`src/rtl/frost32_mem_bridge_pkg.sv`:
```
// Shared types for the Frost32 memory bridge.
//   DataInoutAccessType : CPU access direction (read / write)
//   DataInoutAccessSize : CPU access width (32 / 16 / 8 bit, or an illegal encoding)
//   MemBridgeState      : bridge sequencing state
//   MB_CNT_W            : width of the RAM read-latency down-counter
package frost32_mem_bridge_pkg;

   typedef enum logic {
      DiatRead  = 1'b0,
      DiatWrite = 1'b1
   } DataInoutAccessType;

   typedef enum logic [1:0] {
      Dias32  = 2'd0,
      Dias16  = 2'd1,
      Dias8   = 2'd2,
      DiasBad = 2'd3
   } DataInoutAccessSize;

   typedef enum logic [1:0] {
      StMbIdle,
      StMbIssue,
      StMbWait,
      StMbDone
   } MemBridgeState;

   // Enough for read latencies of 1..15 cycles.
   localparam int MB_CNT_W = 4;

endpackage

```
`src/rtl/frost32_mem_lane_unit.sv`:
```
// Combinational byte-lane steering for the Frost32 memory bridge.
//   addr_lo    : byte offset within the 32-bit word
//   size       : access size (DataInoutAccessSize encoding)
//   data_in    : right-aligned CPU write data
//   ram_rdata  : raw RAM word
//   byte_en    : byte lane enables for the access
//   wdata      : write data replicated onto every lane
//   rd_value   : selected lane(s) right-aligned and zero-extended
//   misaligned : address not naturally aligned for the size
// An illegal size yields all-zero outputs; the caller rejects it separately.
module frost32_mem_lane_unit
   import frost32_mem_bridge_pkg::*;
(
   input  logic [1:0]  addr_lo,
   input  logic [1:0]  size,
   input  logic [31:0] data_in,
   input  logic [31:0] ram_rdata,
   output logic [3:0]  byte_en,
   output logic [31:0] wdata,
   output logic [31:0] rd_value,
   output logic        misaligned
);

   logic [31:0] shifted;

   always_comb begin
      byte_en    = '0;
      wdata      = '0;
      rd_value   = '0;
      misaligned = 1'b0;
      // Bring the addressed lane down to bit 0 for sub-word reads.
      shifted    = ram_rdata >> {addr_lo, 3'b000};
      case (DataInoutAccessSize'(size))
         Dias32: begin
            byte_en    = 4'b1111;
            wdata      = data_in;
            rd_value   = ram_rdata;
            misaligned = |addr_lo;
         end
         Dias16: begin
            byte_en    = 4'b0011 << addr_lo;
            wdata      = {2{data_in[15:0]}};
            rd_value   = {16'h0000, shifted[15:0]};
            misaligned = addr_lo[0];
         end
         Dias8: begin
            byte_en    = 4'b0001 << addr_lo;
            wdata      = {4{data_in[7:0]}};
            rd_value   = {24'h000000, shifted[7:0]};
         end
         default: ;
      endcase
   end

endmodule

```
`src/rtl/frost32_mem_bridge.sv`:
```
// Bridge between the Frost32 CPU memory port and a word-wide synchronous RAM.
//   clk, rst               : clock, asynchronous active-high reset
//   req_mem_access         : CPU request strobe
//   data_inout_access_type : 0 read, 1 write
//   data_inout_access_size : Dias32 / Dias16 / Dias8 / DiasBad
//   addr, data_in          : byte address, right-aligned write data
//   data_out               : registered, right-aligned, zero-extended read data
//   wait_for_mem           : CPU stall
//   misaligned_err         : one-cycle pulse when an access is rejected
//   ram_*                  : RAM strobe, write enable, word address, lanes, data
// Sequence: IDLE -> ISSUE (one ram_en cycle) -> [WAIT for reads] -> DONE -> IDLE.
// Rejected accesses go IDLE -> DONE without touching the RAM.
module frost32_mem_bridge
   import frost32_mem_bridge_pkg::*;
#(
   parameter int RAM_ADDR_W  = 14,
   parameter int MEM_LATENCY = 1
) (
   input  logic                  clk,
   input  logic                  rst,
   input  logic                  req_mem_access,
   input  logic                  data_inout_access_type,
   input  logic [1:0]            data_inout_access_size,
   input  logic [31:0]           addr,
   input  logic [31:0]           data_in,
   output logic [31:0]           data_out,
   output logic                  wait_for_mem,
   output logic                  misaligned_err,
   output logic                  ram_en,
   output logic                  ram_we,
   output logic [RAM_ADDR_W-1:0] ram_addr,
   output logic [3:0]            ram_byte_en,
   output logic [31:0]           ram_wdata,
   input  logic [31:0]           ram_rdata
);

   MemBridgeState         state_q, state_d;
   logic                  write_q, write_d;
   logic                  err_q, err_d;
   logic [1:0]            addr_lo_q, addr_lo_d;
   logic [1:0]            size_q, size_d;
   logic [MB_CNT_W-1:0]   cnt_q, cnt_d;
   logic [31:0]           data_out_q, data_out_d;
   logic [RAM_ADDR_W-1:0] ram_addr_q, ram_addr_d;
   logic [3:0]            ram_byte_en_q, ram_byte_en_d;
   logic [31:0]           ram_wdata_q, ram_wdata_d;

   // The lane unit sees the live request while idle and the latched access
   // otherwise, so one instance serves both request decode and read extraction.
   logic        is_idle;
   logic [1:0]  lane_addr_lo;
   logic [1:0]  lane_size;
   logic [3:0]  lane_byte_en;
   logic [31:0] lane_wdata;
   logic [31:0] lane_rd;
   logic        lane_mis;
   logic        reject;

   assign is_idle      = (state_q == StMbIdle);
   assign lane_addr_lo = is_idle ? addr[1:0] : addr_lo_q;
   assign lane_size    = is_idle ? data_inout_access_size : size_q;
   assign reject       = lane_mis | (lane_size == DiasBad);

   frost32_mem_lane_unit u_lane (
      .addr_lo    (lane_addr_lo),
      .size       (lane_size),
      .data_in    (data_in),
      .ram_rdata  (ram_rdata),
      .byte_en    (lane_byte_en),
      .wdata      (lane_wdata),
      .rd_value   (lane_rd),
      .misaligned (lane_mis)
   );

   always_ff @(posedge clk or posedge rst) begin
      if (rst) begin
         state_q       <= StMbIdle;
         write_q       <= 1'b0;
         err_q         <= 1'b0;
         addr_lo_q     <= '0;
         size_q        <= '0;
         cnt_q         <= '0;
         data_out_q    <= '0;
         ram_addr_q    <= '0;
         ram_byte_en_q <= '0;
         ram_wdata_q   <= '0;
      end else begin
         state_q       <= state_d;
         write_q       <= write_d;
         err_q         <= err_d;
         addr_lo_q     <= addr_lo_d;
         size_q        <= size_d;
         cnt_q         <= cnt_d;
         data_out_q    <= data_out_d;
         ram_addr_q    <= ram_addr_d;
         ram_byte_en_q <= ram_byte_en_d;
         ram_wdata_q   <= ram_wdata_d;
      end
   end

   always_comb begin
      state_d       = state_q;
      write_d       = write_q;
      err_d         = err_q;
      addr_lo_d     = addr_lo_q;
      size_d        = size_q;
      cnt_d         = cnt_q;
      data_out_d    = data_out_q;
      ram_addr_d    = ram_addr_q;
      ram_byte_en_d = ram_byte_en_q;
      ram_wdata_d   = ram_wdata_q;
      case (state_q)
         StMbIdle: begin
            if (req_mem_access) begin
               write_d   = data_inout_access_type;
               addr_lo_d = addr[1:0];
               size_d    = data_inout_access_size;
               err_d     = reject;
               if (reject) begin
                  data_out_d = '0;
                  state_d    = StMbDone;
               end else begin
                  // RAM-side outputs only move for accesses that reach the RAM.
                  ram_addr_d    = addr[RAM_ADDR_W+1:2];
                  ram_byte_en_d = lane_byte_en;
                  ram_wdata_d   = lane_wdata;
                  state_d       = StMbIssue;
               end
            end
         end
         StMbIssue: begin
            if (write_q) begin
               state_d = StMbDone;
            end else begin
               cnt_d   = MB_CNT_W'(MEM_LATENCY - 1);
               state_d = StMbWait;
            end
         end
         StMbWait: begin
            if (cnt_q == '0) begin
               data_out_d = lane_rd;
               state_d    = StMbDone;
            end else begin
               cnt_d = cnt_q - 1'b1;
            end
         end
         default: state_d = StMbIdle;
      endcase
   end

   always_comb begin
      ram_en         = (state_q == StMbIssue);
      ram_we         = (state_q == StMbIssue) & write_q;
      misaligned_err = (state_q == StMbDone) & err_q;
      // Combinational so the CPU stalls in the request cycle itself.
      wait_for_mem   = ~rst & ((is_idle & req_mem_access) |
                               (state_q == StMbIssue) | (state_q == StMbWait));
   end

   assign data_out    = data_out_q;
   assign ram_addr    = ram_addr_q;
   assign ram_byte_en = ram_byte_en_q;
   assign ram_wdata   = ram_wdata_q;

endmodule

```
`config.mk`:
```
export PLATFORM = sky130hd
export DESIGN_NAME = frost32_mem_bridge
export DESIGN_NICKNAME = d
export VERILOG_FILES = /design/src/rtl/frost32_mem_bridge_pkg.sv /design/src/rtl/frost32_mem_lane_unit.sv /design/src/rtl/frost32_mem_bridge.sv
export SDC_FILE = /design/constraint.sdc
export NUM_CORES = 1
export LEC_CHECK = 0
export ABC_AREA = 1
export CAP_MARGIN = 25
export CORE_ASPECT_RATIO = 1.2
export CORE_MARGIN = 2
export CORE_UTILIZATION = 41
export CTS_CLUSTER_DIAMETER = 100
export CTS_CLUSTER_SIZE = 10
export DETAILED_ROUTE_END_ITERATION = 6
export HOLD_SLACK_MARGIN = 0.06
export PLACE_DENSITY = 0.9
export SYNTH_ARGS = -nofsm -noshare
export SYNTH_HDL_FRONTEND = slang
export SYNTH_SLANG_ARGS = --single-unit
```
`constraint.sdc`:
```
create_clock -name clk -period 2.9 [get_ports clk]
set_input_delay 0.58 -clock clk [delete_from_list [all_inputs] [get_ports clk]]
set_output_delay 0.58 -clock clk [all_outputs]
set_load 0.02 [all_outputs]
```
* After elaboration in Yosys (flattened, before gate mapping)
Cells that the tools add are included.
Cells by class: add/sub/neg operators 1, equality and inequality tests 11, shift operators 3, mux-type cells 18, bitwise operators 9, reduce and logical (&&, ||, !) cells 11
Operators by type and width (count):
- one-hot mux 32 bit (3 select lines) | 2
- 2-to-1 mux 32 bit | 3
- one-hot mux 32 bit (2 select lines) | 1
- >> shifter 32 x 5 -> 16 bit | 1
- one-hot mux 4 bit (3 select lines) | 1
- 2-to-1 mux 2 bit | 5
- == test 2 bit (second input constant) | 4
- 2-to-1 mux 4 bit | 2
- inequality test 2 bit (second input constant) | 4
- one-hot mux 4 bit (2 select lines) | 1
- one-hot mux 2 bit (3 select lines) | 1
- AND reduction 3 bit | 2
- AND 1 bit | 4
- == test 2 x 1 -> 1 bit (second input constant) | 2
- zero test 2 bit | 2
- zero test 4 bit | 1
- AND reduction 2 bit | 2
- AND reduction 4 bit | 1
- nonzero test 2 bit | 2
- << shifter 1 x 2 -> 4 bit (first input constant) | 1
- << shifter 2 x 2 -> 4 bit (first input constant) | 1
- subtractor 4 x 1 -> 4 bit (second input constant) | 1
- OR 1 bit | 3
- inequality test 2 x 1 -> 1 bit (second input constant) | 1
- other kinds (4) | 5
Word-level totals: flip-flop bits (word level) 94, input port bits 102, output and inout bits 86, word-level logic and storage cells 63

* Logic depth before layout (Yosys ltp)
Gate-level depths: netlist of the first run.
word-level depth 8, mapped depth 13, depth with buffers taken out 12

* By module
A second synthesis of the first run with hierarchy kept.
Unflattened totals: cell total of the unflattened synthesis 841, area total of the unflattened synthesis 5669.2 µm²
By module, submodules not included:
- frost32_mem_bridge | times used 1, cells an instance 512, area each 4177.8 µm², sequential area each 2352.3 µm²
- frost32_mem_lane_unit | times used 1, cells an instance 329, area each 1491.4 µm², sequential area each 0.0 µm²

* Least setup slack after synthesis of the first run
Ideal clock, no wire load.
kind register to output, from register state_q[0], to output port wait_for_mem, data arrival time 1.445 ns, required time 2.320 ns, setup slack 0.875 ns, cell stages (with the launch flop) 6, path buffers 1, cells stage by stage dfrtp_1 -> inv_1 -> ha_1 -> buf_6 -> nand2_1 -> a21oi_1
On the way: longest elaborated chain between the ends 5, elaborated cells between the ends (all ways) 7, classes of those cells 2 x eq/ne; 4 x bitwise; 1 x reduce/logical
RTL lines:
- from (decl) | RTL line frost32_mem_bridge.sv:37 | MemBridgeState state_q, state_d;
- from (signal assigned) | RTL line frost32_mem_bridge.sv:77 | state_q <= StMbIdle;
- from (signal assigned) | RTL line frost32_mem_bridge.sv:88 | state_q <= state_d;
- zero test 2 bit | RTL line frost32_mem_bridge.sv:59 | assign is_idle = (state_q == StMbIdle);
- AND 1 bit | RTL line frost32_mem_bridge.sv:156 | wait_for_mem = ~rst & ((is_idle & req_mem_access) |
- OR 1 bit | RTL line frost32_mem_bridge.sv:156
- OR 1 bit (*) | RTL line frost32_mem_bridge.sv:157 | (state_q == StMbIssue) | (state_q == StMbWait));
- AND 1 bit (*) | RTL line frost32_mem_bridge.sv:156
- to (decl) | RTL line frost32_mem_bridge.sv:27 | output logic wait_for_mem,
Mark *: on every way between the ends. The rest lies on a longest branch, timed or not.

* Worst setup path after layout of the first run
Same ends and word-level chain as after synthesis.

==> results of run 1 <==
-- power by group --
part | leakage [nW] | internal [mW] | total [mW] | switching (mW)
Clock | 0.146 | 0.683 | 1.23 | 0.549
Sequential | 1.22 | 1.89 | 2.20 | 0.308
Combinational | 2.21 | 2.04 | 5.49 | 3.45
-- how the worst max path moves through the flow --
stage	from	endpoint	slack [ns]	cells after the start
2_1_floorplan	state_q[0]$_DFFE_PP0P_	wait_for_mem	0.88	5
3_3_place_gp	addr[1]	ram_wdata[29]$_DFFE_PP0P_	0.22	10
3_5_place_dp	addr[1]	ram_wdata[29]$_DFFE_PP0P_	0.18	10
4_1_cts	state_q[0]$_DFFE_PP0P_	wait_for_mem	0.18	5
5_1_grt	state_q[0]$_DFFE_PP0P_	ram_wdata[29]$_DFFE_PP0P_	0.03	11
6_report	state_q[0]$_DFFE_PP0P_	wait_for_mem	0.16	5
-- worst reg2reg max path, cell delays in order, from the launching register on --
cell and delay, ns:
dfrtp_1 0.43, inv_1 0.12, ha_1 0.22, buf_4 0.25, nand2_1 0.09, nand2_2 0.18, nand2_2 0.13, nand2_4 0.14
nand2_4 0.14, inv_2 0.55, o21ai_0 0.23, nand2_1 0.10
-- per-stage QoR --
step           area, µm²  power (mW)  instances
6_report            7270        8.92       1009
5_1_grt             7270        9.61       1009
4_1_cts             7270        8.95       1009
3_5_place_dp        6970        7.69        993
3_3_place_gp        6970        7.57        993
2_1_floorplan       5150        5.70        678
-- synthesized netlist by cell type --
master,count
nor3_1,1
nand4_1,9
dfrtp_1,94
o21ai_0,29
o22ai_1,1
nor2_1,37
nor3b_1,1
o21ai_2,20
ha_1,7
nand2_2,9
inv_1,42
o211ai_1,1
o21ai_1,6
buf_6,12
inv_2,3
nand2_4,8
nand2_1,310
a21boi_0,8
nor2_4,1
nand3_4,1
nand3b_1,8
xor2_1,1
nor2_2,2
buf_2,14
clkbuf_1,1
a21oi_1,12
nand3_1,39
nand2_8,1
-- state kept, by name, indices dropped and copies added, names as in the netlist --
| name | flops |
|---|---|
| addr_lo_q | 2 |
| cnt_q | 4 |
| write_q | 1 |
| state_q | 2 |
| data_out | 32 |
| ram_addr | 14 |
| ram_byte_en | 4 |
| err_q | 1 |
| ram_wdata | 32 |
| size_q | 2 |
-- routing by layer --
layer	global-route usage	share of wire
met4	0.110	0.034
met2	0.373	0.49
met1	0.287	0.42
met5	0	0
met3	0.0442	0.056
-- logic make-up (layout without fill, tap and decap cells) --
| logic type | after synthesis | after routing | synth area share |
|---|---|---|---|
| and+or+nand+nor | 427 | 427 | 0.357 |
| xor gates and xnor gates | 1 | 1 | 0.00170 |
| DFF | 94 | 94 | 0.457 |
| AOI/OAI and AO/OA | 77 | 77 | 0.0941 |
| buffers and inverters | 72 | 242 | 0.0734 |
| adders and majority gates | 7 | 7 | 0.0170 |
-- final cells by class --
| type | count | share of cell area |
|---|---|---|
| Timing Repair Buffer | 181 | 0.251 |
| Clock buffer | 9 | 0.0310 |
| Tap cell | 161 | 0.0277 |
| Clock inverter | 7 | 0.0112 |
| Multi-Input combinational cell | 512 | 0.332 |
| Inverter | 45 | 0.0237 |
| Sequential cell | 94 | 0.323 |
==> impl_metrics.csv, run 1 <==
group,metric,value,unit
run_status,outcome,"finished clean",
layout,layout_common_cells,"nand2_1, clkdlybuf4s50_1, dfrtp_1",
sta,setup_tns,0,ns
layout,layout-drive-gt1-share,0.0861,
critical_path,crit_type,"reg -> out",
clocking,htreeDepth,3,
synthesis,ys_ff_latch,94,
hold_path,worstHoldStart,"size_q[1]$_DFFE_PP0P_",
clocking,ctsResizeCount,0,
clocking,hold_buffers,0,
clocking,cts_root_buffer,"clkbuf_16",
synthesis,avgSynthCellArea,7.59,µm²
critical_path,worstPathArrival,2.16,ns
critical_path,path_cells,"inv_1 > ha_1 > nor2_1 > a21oi_1 > clkdlybuf4s50_1",
grt,grt_pass1_wl,24.3,mm
synthesis,yosysSeqAreaShare,0.457,
detailed_routing,vias,5051,
sta,hold_violations,0,
critical_path,worst_ep_required_time,2.32,ns
synthesis,yosysTopAreaCell,"dfrtp_1",
detailed_routing,antenna_left,0,
clocking,clock_sinks,94,
die,initial_core_util,0.423,
die,dieArea,13500,µm²
layout,nNetsFinal,952,
sta,timing.final.ws_setup,0.162,ns
flow_run,drv_cap,0,
critical_path,worst_path_max_delay_cell,"clkdlybuf4s50_1",
sta,fin_crit,2.74,ns
synthesis,syn_inst,678,
synthesis,yosys.area.top_type_share,0.457,
critical_path,crit_buf_inv,2,
power_and_ir_drop,peakVddDrop,0.000603,V
layout,multiInputGateArea,2420,µm²
clocking,clk_latency,0.34,ns
place,gp_congestion,0.948,
grt,grt_usage,0.227,
layout,syn_to_final_growth,41.4,%
clocking,numCtsBuffers,9,
layout,regArea,2350,µm²
synthesis,ys_top_cells_by_area,"dfrtp_1, nand2_1, nand3_1",
die,io-pin-count,188,
layout,num_antenna_cells,0,
grt,grt_start_max_net_pins,53,
die,die_y,127,µm
sta,slew_viol_final,0,
die,core_area,12200,µm²
synthesis,synth_nets,787,
die,num_rows,44,
detailed_routing,drtIter0Drc,414,
synthesis,ys_types,28,
detailed_routing,wl,15.1,mm
critical_path,r2r_slack,0.25,ns
place,dp_hpwl,11.0,mm
synthesis,synthesis.area,5140,µm²
grt,antenna_found_initial,0,
sta,rsz0062_at_grt,"no",
detailed_routing,route.detailed.drc,0,
grt,first_global_vias,4956,
critical_path,cp-end-kind,"output pin",
power_and_ir_drop,p_per_area,1230,nW/µm²
hold_path,hold_depth,2,
clocking,clockBufferDepth,2,
critical_path,ff2ff_path_depth,11,
critical_path,timing.rr.start,"state_q[1]$_DFFE_PP0P_",
sta,worstMarginPinSlew,0.711,ns
place,pre_cts_ws,0.176,ns
sta,timing.hold.ws,0.483,ns
layout,utilization,0.598,
critical_path,worstPathMaxFanout,9,
hold_path,hp-class,"reg -> reg",
detailed_routing,wl_per_cell,15.0,µm
layout,final_common_cell,"nand2_1",
layout,fillers,1065,
sta,post-route-period-util,0.944,
sta,timing.fmax,0.365,GHz
synthesis,yosys_warnings,0,
critical_path,setup.worst_path.start_class,"flop",
clocking,clkTransAtPathRegs,0.07,ns
die,chipWidth,106,µm
detailed_routing,via_per_inst,5.01,
hold_path,holdPathEnd,"size_q[1]$_DFFE_PP0P_",
place,io_buffers,171,
critical_path,slowest_delay,0.62,ns
detailed_routing,first_pass_iters,5,
clocking,cts_setup_buffers,0,
sta,slew_headroom,0.525,
clocking,cts_tree,"yes",
critical_path,rr_endpoint,"ram_wdata[29]$_DFFE_PP0P_",
power_and_ir_drop,leakage,3.58,nW
grt,grt.overflow.total,0,
sta,finalSetupViolCount,0,
critical_path,cpLargestDelayFamily,"buffers and inverters",
sta,clock_skew,0.00650,ns
Note: power is estimated with default switching activity, not from simulation.
==> inputs of run 2 (changes only) <==
==> constraint.sdc (replaced) <==
create_clock -name clk -period 2.5 [get_ports clk]
set_input_delay 0.5 -clock clk [delete_from_list [all_inputs] [get_ports clk]]
set_output_delay 0.5 -clock clk [all_outputs]
set_load 0.02 [all_outputs]
==> impl_metrics.csv, run 2 (synthesized netlist as in run 1, its figures left out) <==
group,metric,value,unit
run_status,outcome,"finished clean",
critical_path,cp.depth,5,
die,chipWidth,106,µm
critical_path,path_cells,"inv_1 > ha_1 > nand2_1 > inv_1 > clkdlybuf4s50_1",
grt,antenna_found_initial,0,
critical_path,worst_ep_required_time,2.00,ns
critical_path,crit_top_cell,"inv_1",
sta,post-route-period-util,0.936,
critical_path,cp-endpoint,"ram_we",
detailed_routing,first_pass_iters,5,
place,gp_congestion,0.958,
critical_path,timing.rr.start,"state_q[1]$_DFFE_PP0P_",
critical_path,worst_path_max_delay_cell,"clkdlybuf4s50_1",
sta,finalSetupViolCount,0,
sta,slew_headroom,0.643,
sta,rsz0062_at_grt,"no",
clocking,clk_latency,0.34,ns
critical_path,worstPathArrival,1.84,ns
die,num_rows,44,
layout,fin_cells,1016,
hold_path,worstHoldStart,"ram_addr[13]$_DFFE_PP0P_",
place,dpl_cell_area,7010,µm²
sta,worstMarginPinSlew,0.530,ns
clocking,clockBufferDepth,2,
grt,first_global_vias,4929,
power_and_ir_drop,peakVddDrop,0.000668,V
layout,utilization,0.603,
place,dp_cells,1000,
layout,layout_common_cells,"nand2_1, clkdlybuf4s50_1, dfrtp_1",
clocking,cts_tree,"yes",
clocking,htreeDepth,3,
layout,fillers,1074,
sta,hold_violations,0,
sta,clock_skew,0.00836,ns
critical_path,crit_start,"state_q[1]$_DFFE_PP0P_",
hold_path,hp-class,"reg -> reg",
critical_path,worstPathMaxFanout,4,
critical_path,rr_endpoint,"data_out[11]$_DFFE_PP0P_",
critical_path,cpLargestDelayFamily,"buffers and inverters",
clocking,cts_setup_buffers,0,
grt,grt_start_max_net_pins,95,
sta,timing.fmax,0.427,GHz
clocking,numCtsBuffers,9,
place,io_buffers,171,
clocking,clock_sinks,94,
power_and_ir_drop,p_per_area,1440,nW/µm²
clocking,cts_root_buffer,"clkbuf_16",
detailed_routing,via_per_inst,5.01,
critical_path,ff2ff_path_depth,11,
sta,fin_crit,2.34,ns
die,core_area,12200,µm²
clocking,clkTransAtPathRegs,0.06,ns
critical_path,cp-end-kind,"output pin",
die,dieArea,13500,µm²
clocking,hold_buffers,0,
sta,setup_tns,0,ns
critical_path,crit_buf_inv,3,
critical_path,crit_type,"reg -> out",
grt,grt.overflow.total,0,
clocking,ctsResizeCount,0,
power_and_ir_drop,leakage,3.62,nW
layout,syn_to_final_growth,42.6,%
detailed_routing,wl,15.1,mm
sta,slew_viol_final,0,
layout,nNetsFinal,960,
layout,layout-drive-gt1-share,0.0936,
grt,grt_pass1_wl,24.3,mm
sta,timing.final.ws_setup,0.160,ns
detailed_routing,route.detailed.drc,0,
die,io-pin-count,188,
die,die_y,127,µm
place,dp_hpwl,11.0,mm
layout,final_common_cell,"nand2_1",
detailed_routing,drtIter0Drc,358,
layout,design_area,7340,µm²
critical_path,setup.worst_path.start_class,"flop",
detailed_routing,vias,5090,
critical_path,slowest_delay,0.61,ns
power_and_ir_drop,power,10.5,mW
layout,num_antenna_cells,0,
place,pre_cts_ws,0.0610,ns
critical_path,r2r_slack,0.17,ns
detailed_routing,wl_per_cell,14.8,µm
flow_run,drv_cap,0,
detailed_routing,antenna_left,0,
grt,grt_usage,0.228,
die,initial_core_util,0.423,
sta,timing.hold.ws,0.476,ns
-- run 2: worst min-delay path by stage --
stage | to | slack [ns] | depth (start not counted)
2_1_floorplan | write_q$_DFFE_PP0P_ | 0.45 | 2
6_report | ram_addr[13]$_DFFE_PP0P_ | 0.48 | 2
3_5_place_dp | ram_wdata[30]$_DFFE_PP0P_ | 0.46 | 2
3_3_place_gp | ram_addr[11]$_DFFE_PP0P_ | 0.46 | 2
4_1_cts | ram_wdata[30]$_DFFE_PP0P_ | 0.48 | 2
5_1_grt | ram_addr[13]$_DFFE_PP0P_ | 0.50 | 2
-- run 2: tightest hold or removal path, cell delays in order, from the launching register on --
cell and delay (ns):
dfrtp_1 0.34, nand2_1 0.05, nand2_1 0.05
-- run 2: power by group --
| group | internal [mW] | total (mW) | leakage [nW] | switching [mW] |
|---|---|---|---|---|
| registers | 2.20 | 2.55 | 1.22 | 0.353 |
| clock network | 0.875 | 1.46 | 0.145 | 0.581 |
| logic | 2.47 | 6.53 | 2.25 | 4.05 |
-- run 2: per-layer routing --
layer / track usage / vias to the layer above / share of wire
met1: 0.291 / 2342 / 0.41
met3: 0.0303 / 46 / 0.062
met2: 0.375 / 224 / 0.48
met4: 0.120 / 0 / 0.042
met5: 0 / - / 0
li1: - / 2478 / -
-- run 2: final cells by class --
class                   instances  area (µm²)  share of cell area
multi-input cells             513        2430               0.331
flip-flops and latches         94        2350               0.321
repair buffers                188        1870               0.254
clock buffers                  10         229              0.0312
well taps                     161         201              0.0275
inverters                      45         175              0.0239
clock inverters                 5        83.8              0.0114
